--- config.mk ---
export PLATFORM = sky130hd
export DESIGN_NAME = m_serial_adder
export DESIGN_NICKNAME = d
export VERILOG_FILES = /design/src/rtl/m_arith_pkg.sv /design/src/rtl/m_FA.sv /design/src/rtl/m_serial_adder.sv
export SDC_FILE = /design/constraint.sdc
export NUM_CORES = 1
export LEC_CHECK = 0
export ABC_AREA = 1
export CORE_ASPECT_RATIO = 1.75
export CORE_MARGIN = 2
export CORE_UTILIZATION = 45
export DETAILED_ROUTE_END_ITERATION = 10
export DONT_BUFFER_PORTS = 1
export PLACE_DENSITY = 0.71
export SYNTH_ARGS = -nofsm -noshare
export SYNTH_HDL_FRONTEND = slang
export SYNTH_SLANG_ARGS = --single-unit
--- constraint.sdc ---
create_clock -name w_clk -period 1.16 [get_ports w_clk]
set_clock_uncertainty 0.2 [all_clocks]
set_input_delay 0.116 -clock w_clk [delete_from_list [all_inputs] [get_ports w_clk]]
set_output_delay 0.116 -clock w_clk [all_outputs]
set_load 0.02 [all_outputs]
--- src/rtl/m_arith_pkg.sv ---
`default_nettype none
// ============================================================================
//  Module      : m_arith_pkg
//  Description : Shared arithmetic definitions. Provides the FSM state
//                encoding for the serial adder and a counter-width helper.
//  Revision    : 1.0 - initial release
// ============================================================================
package m_arith_pkg;

  // Serial-adder control states; encodings are fixed so that other blocks
  // and debug tooling can decode the state register directly.
  typedef enum logic [1:0] {
    IDLE = 2'd0,
    RUN  = 2'd1,
    DONE = 2'd2
  } state_t;

  // Width of a counter that must hold the values 0..width-1.
  // A one-bit counter is still used for the degenerate width of 1.
  function automatic int unsigned cnt_width(input int unsigned width);
    return (width > 1) ? $clog2(width) : 1;
  endfunction

endpackage : m_arith_pkg
`default_nettype wire

--- src/rtl/m_FA.sv ---
`default_nettype none
// ============================================================================
//  Module      : m_FA
//  Description : Single-bit full-adder cell. Pure combinational.
//  Revision    : 1.0 - initial release
// ============================================================================
module m_FA (
  input  logic i_a,
  input  logic i_b,
  input  logic i_cin,
  output logic o_s,
  output logic o_cout
);

  logic w_prop;

  // Propagate term is shared between the sum and the carry.
  assign w_prop = i_a ^ i_b;
  assign o_s    = w_prop ^ i_cin;
  assign o_cout = (i_a & i_b) | (i_cin & w_prop);

endmodule : m_FA
`default_nettype wire

--- src/rtl/m_serial_adder.sv ---
`default_nettype none
// ============================================================================
//  Module      : m_serial_adder
//  Description : Bit-serial adder. Accepts WIDTH-bit operands plus carry-in
//                with a valid/ready handshake, adds them LSB first through a
//                single full-adder cell over WIDTH cycles, then presents
//                {cout, s} = a + b + cin with a valid/ready handshake.
//  Options     : M_SERIAL_ADDER_OVF_EN - adds the w_ovf output (signed
//                overflow = carry into MSB XOR carry out).
//  Revision    : 1.0 - initial release
// ============================================================================
module m_serial_adder
  import m_arith_pkg::*;
#(
  parameter int WIDTH = 8
) (
  input  logic             w_clk,
  input  logic             w_rst_n,
  input  logic             w_in_valid,
  output logic             w_in_ready,
  input  logic [WIDTH-1:0] w_a,
  input  logic [WIDTH-1:0] w_b,
  input  logic             w_cin,
  output logic             w_out_valid,
  input  logic             w_out_ready,
  output logic [WIDTH-1:0] w_s,
  output logic             w_cout
`ifdef M_SERIAL_ADDER_OVF_EN
  ,
  output logic             w_ovf
`endif
);

  localparam int unsigned c_CNT_W = cnt_width(WIDTH);
  localparam logic [c_CNT_W-1:0] c_CNT_LAST = c_CNT_W'(WIDTH - 1);

  state_t             r_state;
  state_t             w_state_nxt;

  logic [WIDTH-1:0]   r_a;
  logic [WIDTH-1:0]   r_b;
  logic [WIDTH-1:0]   r_sum;
  logic               r_carry;
  logic [c_CNT_W-1:0] r_cnt;

  logic               w_accept;
  logic               w_running;
  logic               w_last;
  logic               w_fa_s;
  logic               w_fa_cout;

  assign w_accept  = w_in_valid & w_in_ready;
  assign w_running = (r_state == RUN);
  assign w_last    = w_running & (r_cnt == c_CNT_LAST);

  // The only adder in the datapath: one bit per RUN cycle, LSBs first.
  m_FA u_fa (
    .i_a    (r_a[0]),
    .i_b    (r_b[0]),
    .i_cin  (r_carry),
    .o_s    (w_fa_s),
    .o_cout (w_fa_cout)
  );

  // State register.
  always_ff @(posedge w_clk) begin
    if (!w_rst_n) begin
      r_state <= IDLE;
    end else begin
      r_state <= w_state_nxt;
    end
  end

  // Next-state and handshake outputs.
  always_comb begin
    w_state_nxt = r_state;
    w_in_ready  = 1'b0;
    w_out_valid = 1'b0;
    case (r_state)
      IDLE: begin
        w_in_ready = 1'b1;
        if (w_in_valid) begin
          w_state_nxt = RUN;
        end
      end
      RUN: begin
        if (r_cnt == c_CNT_LAST) begin
          w_state_nxt = DONE;
        end
      end
      DONE: begin
        w_out_valid = 1'b1;
        if (w_out_ready) begin
          w_state_nxt = IDLE;
        end
      end
      default: begin
        w_state_nxt = IDLE;
      end
    endcase
  end

  // Operand shifters, sum shifter, carry flop and bit counter. The sum
  // enters at the MSB so that after WIDTH shifts bit 0 sits at bit 0.
  always_ff @(posedge w_clk) begin
    if (!w_rst_n) begin
      r_a     <= '0;
      r_b     <= '0;
      r_sum   <= '0;
      r_carry <= 1'b0;
      r_cnt   <= '0;
    end else if (w_accept) begin
      r_a     <= w_a;
      r_b     <= w_b;
      r_carry <= w_cin;
      r_cnt   <= '0;
    end else if (w_running) begin
      r_a     <= r_a >> 1;
      r_b     <= r_b >> 1;
      r_sum   <= {w_fa_s, r_sum[WIDTH-1:1]};
      r_carry <= w_fa_cout;
      r_cnt   <= r_cnt + c_CNT_W'(1);
    end
  end

  // Result is presented straight from the sum register and carry flop; they
  // are frozen outside RUN, so the values hold through DONE and afterwards.
  assign w_s    = r_sum;
  assign w_cout = r_carry;

`ifdef M_SERIAL_ADDER_OVF_EN
  logic r_ovf;

  // On the final bit the cell's carry-in is the carry into the MSB.
  always_ff @(posedge w_clk) begin
    if (!w_rst_n) begin
      r_ovf <= 1'b0;
    end else if (w_last) begin
      r_ovf <= r_carry ^ w_fa_cout;
    end
  end

  assign w_ovf = r_ovf;
`endif

endmodule : m_serial_adder
`default_nettype wire

== After elaboration in Yosys (flattened, before gate mapping) ==
Index checks and enable logic that the tools add are counted.

* Flip-flop bits (word level): 30
* Bits of input ports: 21
* Output and inout bits: 11
* Word-level logic and storage cells: 38

* Add/subtract/negate cells: 1
* Equal/unequal tests: 6
* Mux-type cells: 12
* Bitwise operators: 8
* Reductions and logical operators: 5

{| class="wikitable"
|+ Operators with widths
! kind !! number
|-
| 8-bit two-way mux || 4
|-
| 2-bit two-way mux || 3
|-
| 2-bit one-hot mux with 3 select lines || 1
|-
| 1-bit two-way mux || 4
|-
| 2-bit inequality test, second input constant || 2
|-
| 3-bit by 1-bit adder with 3-bit output, second input constant || 1
|-
| 1-bit AND || 3
|-
| 3-bit equality test, second input constant || 1
|-
| 3-bit AND reduction || 1
|-
| 2-bit by 1-bit equality test with 1-bit output, second input constant || 1
|-
| 2-bit equality test, second input constant || 1
|-
| 2-bit zero test || 1
|-
| 2-bit by 1-bit inequality test with 1-bit output, second input constant || 1
|-
| 1-bit NOT || 2
|-
| 2-bit AND reduction || 1
|-
| 2-bit nonzero test || 1
|-
| 2-bit OR reduction || 1
|-
| 1-bit XOR || 2
|-
| 1-bit bitwise OR || 1
|}

== Longest topological paths before layout ==
Gate-level depths: netlist (run 1).

* Depth in word-level cells: 5
* Gate-level depth with buffers: 7
* Mapped depth without buffers: 6

== Hierarchy ==
From an unflattened synthesis (run 1), not the netlist that was laid out.

* Cell total of the unflattened synthesis: 205
* Area, all modules: 1418.9 um2

{| class="wikitable"
|+ By module, submodules not included
! module !! instances !! cells an instance !! area each (um2)
|-
| m_serial_adder || 1 || 204 || 1398.8
|-
| m_FA || 1 || 1 || 20.0
|}

== Least setup slack after synthesis (run 1) ==
OpenSTA, ideal clock, no wires.

* Kind: register to register
* From: reg r_carry, in the netlist w_cout
* To: reg r_sum[7], in the netlist w_s[7]
* Data arrival time: 1085 ps
* Path slack: -241 ps
* Stages on the path, launching flop included: 4
* Buffers on the path: 0
* Clock period less this slack: 1401 ps
* Cell sequence: dfxtp_1 fa_1 o21ai_0 nor2_1

* Longest elaborated chain between the ends: 1

{| class="wikitable"
|+ RTL lines
! item !! RTL line !! RTL
|-
| start, declared || m_serial_adder.sv:43 || <nowiki>logic r_carry;</nowiki>
|-
| start signal, assigned || m_serial_adder.sv:115 || <nowiki>r_carry <= w_cin;</nowiki>
|-
| start signal, assigned || m_serial_adder.sv:121 || <nowiki>r_carry <= w_fa_cout;</nowiki>
|-
| 1-bit XOR || m_FA.sv:19 || <nowiki>assign o_s = w_prop ^ i_cin;</nowiki>
|-
| via u_fa.o_s || m_FA.sv:11 || <nowiki>output logic o_s,</nowiki>
|-
| end signal, assigned || m_serial_adder.sv:120 || <nowiki>r_sum <= {w_fa_s, r_sum[WIDTH-1:1]};</nowiki>
|-
| end, declared || m_serial_adder.sv:42 || <nowiki>logic [WIDTH-1:0] r_sum;</nowiki>
|}

The timed path passes the listed nets, and every way through them passes these cells.
A chain may end at the register's enable or synchronous reset.

== Worst setup path after layout (run 1) ==
* From: reg r_state[0]
* To: reg r_b[0]

* Longest elaborated chain between the ends: 4
* Elaborated cells between the ends (all ways): 6

{| class="wikitable"
|+ RTL lines
! item !! RTL line !! RTL
|-
| start, declared || m_serial_adder.sv:37 || <nowiki>state_t r_state;</nowiki>
|-
| start signal, assigned || m_serial_adder.sv:70 || <nowiki>r_state <= w_state_nxt;</nowiki>
|-
| 2-bit zero test || m_serial_adder.sv:79 || <nowiki>case (r_state)</nowiki>
|-
| 1-bit two-way mux || m_serial_adder.sv:79 ||
|-
| 1-bit AND || m_serial_adder.sv:52 || <nowiki>assign w_accept = w_in_valid & w_in_ready;</nowiki>
|-
| 8-bit two-way mux or 2-bit nonzero test (tied branches) || -- ||
|-
| end signal, assigned || m_serial_adder.sv:114 || <nowiki>r_b <= w_b;</nowiki>
|-
| end signal, assigned || m_serial_adder.sv:119 || <nowiki>r_b <= r_b >> 1;</nowiki>
|-
| end, declared || m_serial_adder.sv:41 || <nowiki>logic [WIDTH-1:0] r_b;</nowiki>
|}

Parallel ways exist; a longest one is shown, timed or not.

==> results of run 1 <==
## sequential cells by signal, summed over array words and instances (netlist names)
signal,cells
r_a,8
r_b,8
r_cnt,3
r_state,2
w_cout,1
w_s,8
## report_power, final
group / total, mW / internal, mW / leakage (nW) / switching (mW)
combinational: 0.480 / 0.238 / 0.684 / 0.242
clock: 0.995 / 0.612 / 0.0566 / 0.383
sequential: 1.15 / 1.10 / 0.251 / 0.0535
total: 2.63 / 1.95 / 0.991 / 0.678
## kinds of logic (layout without fill, tap and decap cells)
| logic type | after synthesis | count (layout) |
|---|---|---|
| buf+inv | 29 | 69 |
| simple gates | 124 | 124 |
| fa+ha+maj | 3 | 3 |
| xor+xnor | 1 | 1 |
| flops | 30 | 30 |
| compound gates | 15 | 15 |
## worst min-delay path: cells and delay by family
| kind | cells | cell delay, ps |
|---|---|---|
| AND/OR/NAND/NOR | 4 | 210 |
## cells in the mapped netlist (all sizes together)
library cell  count  share of area [%]
o21ai             9                3.5
clkbuf            2               0.55
ha                2                1.8
xor2              1               0.64
nand2            58                 16
nand3            15                5.5
buf               7                4.5
fa                1                1.5
inv              19                5.2
clkinv            1               0.27
o21a              1               0.55
nor2             51                 15
dfxtp            30                 44
a21oi             5                1.8
## area by class of cell
cell class	count	area share [%]
multi-input combinational	143	36.30
sequential	30	31.25
timing repair buffer	41	21.15
clock buffer	8	5.619
inverter	20	3.914
tap	28	1.768
## metrics by stage
stage | setup slack, ps | power [mW]
after global placement | -95.10 | 1.543
after CTS | -187.5 | 2.640
after global routing | -249.0 | 2.750
final | -187.3 | 2.627
after detailed placement | -118.1 | 1.551
after floorplan | -110.5 | 1.432
## metal layers
metal | vias up | global-route usage, %
met5 | - | 0
met4 | 0 | 7.714
met3 | 5 | 5.412
met2 | 28 | 38.03
met1 | 621 | 19.68
li1 | 690 | -
## worst min-delay path by stage
stage | startpoint | to | depth (start not counted)
global placement | w_rst_n | r_state[0]$_SDFFE_PN0P_ | 1
detailed placement | w_rst_n | r_state[0]$_SDFFE_PN0P_ | 1
finish | w_a[1] | r_a[1]$_SDFFE_PN0P_ | 4
floorplan | w_a[7] | r_a[7]$_SDFFE_PN0P_ | 2
global route | w_in_valid | r_a[1]$_SDFFE_PN0P_ | 4
CTS | w_in_valid | r_cnt[0]$_SDFFE_PP0N_ | 3
## repair_timing
| item | in CTS | in global routing |
|---|---|---|
| endpoints found under the hold margin | 30 | 21 |
| endpoints found under the setup margin | 31 | 34 |
| setup buffers | 6 | 0 |
| pin swaps | 7 | 4 |
| gates resized for setup | 32 | 7 |
==> run_results.csv, run 1 <==
group,metric,value,unit
run_status,status,"complete, but fails checks",
run_status,violations,"negative hold slack, negative setup slack",
critical_path,crit_path_end_kind,"flip-flop",
sta,slew_headroom,68.95,%
floorplan,ios,32,
floorplan,initial_core_util,46.97,%
layout,regArea,619.3,sq um
sta,tightest_slew,464.3,ps
power,ir_drop,0.001299,V
placed_design,io_buffer_count,0,
floorplan,dieArea,0.003531,sq mm
sta,setup_slack,-187.3,ps
clocking,clock-sinks,30,
clocking,cts_htree_levels,2,
critical_path,path_common_cell,"nor2_1",
layout,fin_area,0.001982,sq mm
route,wl,3286,um
synthesis,seq_area_frac_synth,43.68,%
layout,fin_util,67.69,%
job,drv_cap,0,
sta,fin_crit,1347,ps
clocking,cts_tree,"done",
clocking,cts_buffers,5,
global_route,grtUsageTotal,20.44,%
synthesis,synth-seq-cells,30,
critical_path,crit_chain,"buf_4 > o21ai_4 > buf_12 > nand2_1 > inv_1 > nor2_1 > nor2_1",
layout,num_antenna_cells,0,
critical_path,worst_ep_arrival_time,1360,ps
layout,final_common_cell,"nand2_1",
critical_path,r2r_end,"r_b[0]$_SDFFE_PN0P_",
floorplan,num_rows,26,
clocking,cts-root-buf,"clkbuf_8",
sta,tns,-3686,ps
route,drc,0,
floorplan,die_w,45.79,um
route,route.met2.wl,1891,um
critical_path,crit_required,1180,ps
synthesis,synthAdderAreaFrac,3.276,%
synthesis,synth_top_family_by_area,"simple AND/OR/NAND/NOR gates",
synthesis,yosysUniqueCellTypes,20,
sta,whs,-119.6,ps
sta,hold_viol,21,
critical_path,startpoint,"r_state[0]$_SDFFE_PN0P_",
synthesis,synth-simple-area-share,35.94,%
synthesis,ys_warn_count,0,
layout,layout_common_cells,"nand2_1 (56), nor2_1 (48), dfxtp_1 (21)",
power,power.leakage,0.9910,nW
route,routed_via_density,4.978,
placed_design,placed_cell_area,0.001580,sq mm
sta,rsz0062_at_grt,"yes",
route,wl_met1,1227,um
sta,max_freq,742.2,MHz
route,wl_met3,120,um
critical_path,cp-start-kind,"flip-flop",
floorplan,coreArea,0.002928,sq mm
clocking,clock_latency,280,ps
power,p_per_area,1326,mW/mm^2
critical_path,crit_type,"flip-flop to flip-flop",
clocking,clk_path_buf_depth,2,
critical_path,ff2ff_setup_slack,-190,ps
sta,setup_viol,32,
critical_path,worst-r2r-cell-count,7,
placed_design,place_congestion,0.7814,
synthesis,synthXorXnorAreaFrac,0.6369,%
global_route,grt_overflow,0,
critical_path,endpoint,"r_b[0]$_SDFFE_PN0P_",
layout,syn2layout_area_growth,44.13,%
route,num_vias,1344,
critical_path,critPathMaxFanout,17,
clocking,cts.clk_slew.worst_paths,70,ps
critical_path,cp_num_cells,7,
layout,finalNonFillerCells,270,
synthesis,synth_mux_area_share,0,%
layout,nFillCells,245,
global_route,grt_pass1_vias,1303,
layout,nets,265,
global_route,grt_max_degree,19,
placed_design,dpl.hpwl,1995,um
synthesis,synth_compound_area_share,5.914,%
critical_path,slowest_stage,"dfxtp_4",
synthesis,syn_inst,202,
sta,report.final.slew_viol_count,0,
layout,multi_input_area,719.4,sq um
global_route,antenna_found_initial,0,
clocking,hold_buffers,13,
layout,drive_gt1_share,26.86,%
placed_design,dp.cells,243,
global_route,grt_pass1_wl,5319,um
route,first_iter_violations,16,
floorplan,die-height,77.13,um
critical_path,reg2reg_from,"r_state[0]$_SDFFE_PN0P_",
synthesis,syn_area_per_cell,6.807,sq um
critical_path,crit_buf_inv,3,
route,post_drt_wl_per_cell,12.17,um
route,final_antenna_net_count,0,
route,dr.max_layer_used,"met4",
hold_path,hold_class,"input pin to flip-flop",
synthesis,synth_nets,226,
critical_path,cp_top_family,"flip-flops",
critical_path,critPathMaxStageDelay,370,ps
sta,finalCritPeriodShare,116.1,%
route,drtPass1Iterations,4,
synthesis,syn_area,0.001375,sq mm
Note: power is estimated with default switching activity, not from simulation.
==> inputs of run 2 (changes only) <==
- SLEW_MARGIN: default -> 30
==> results of run 2 <==
The final DEF is identical to that of run 1; final timing and power are the same.
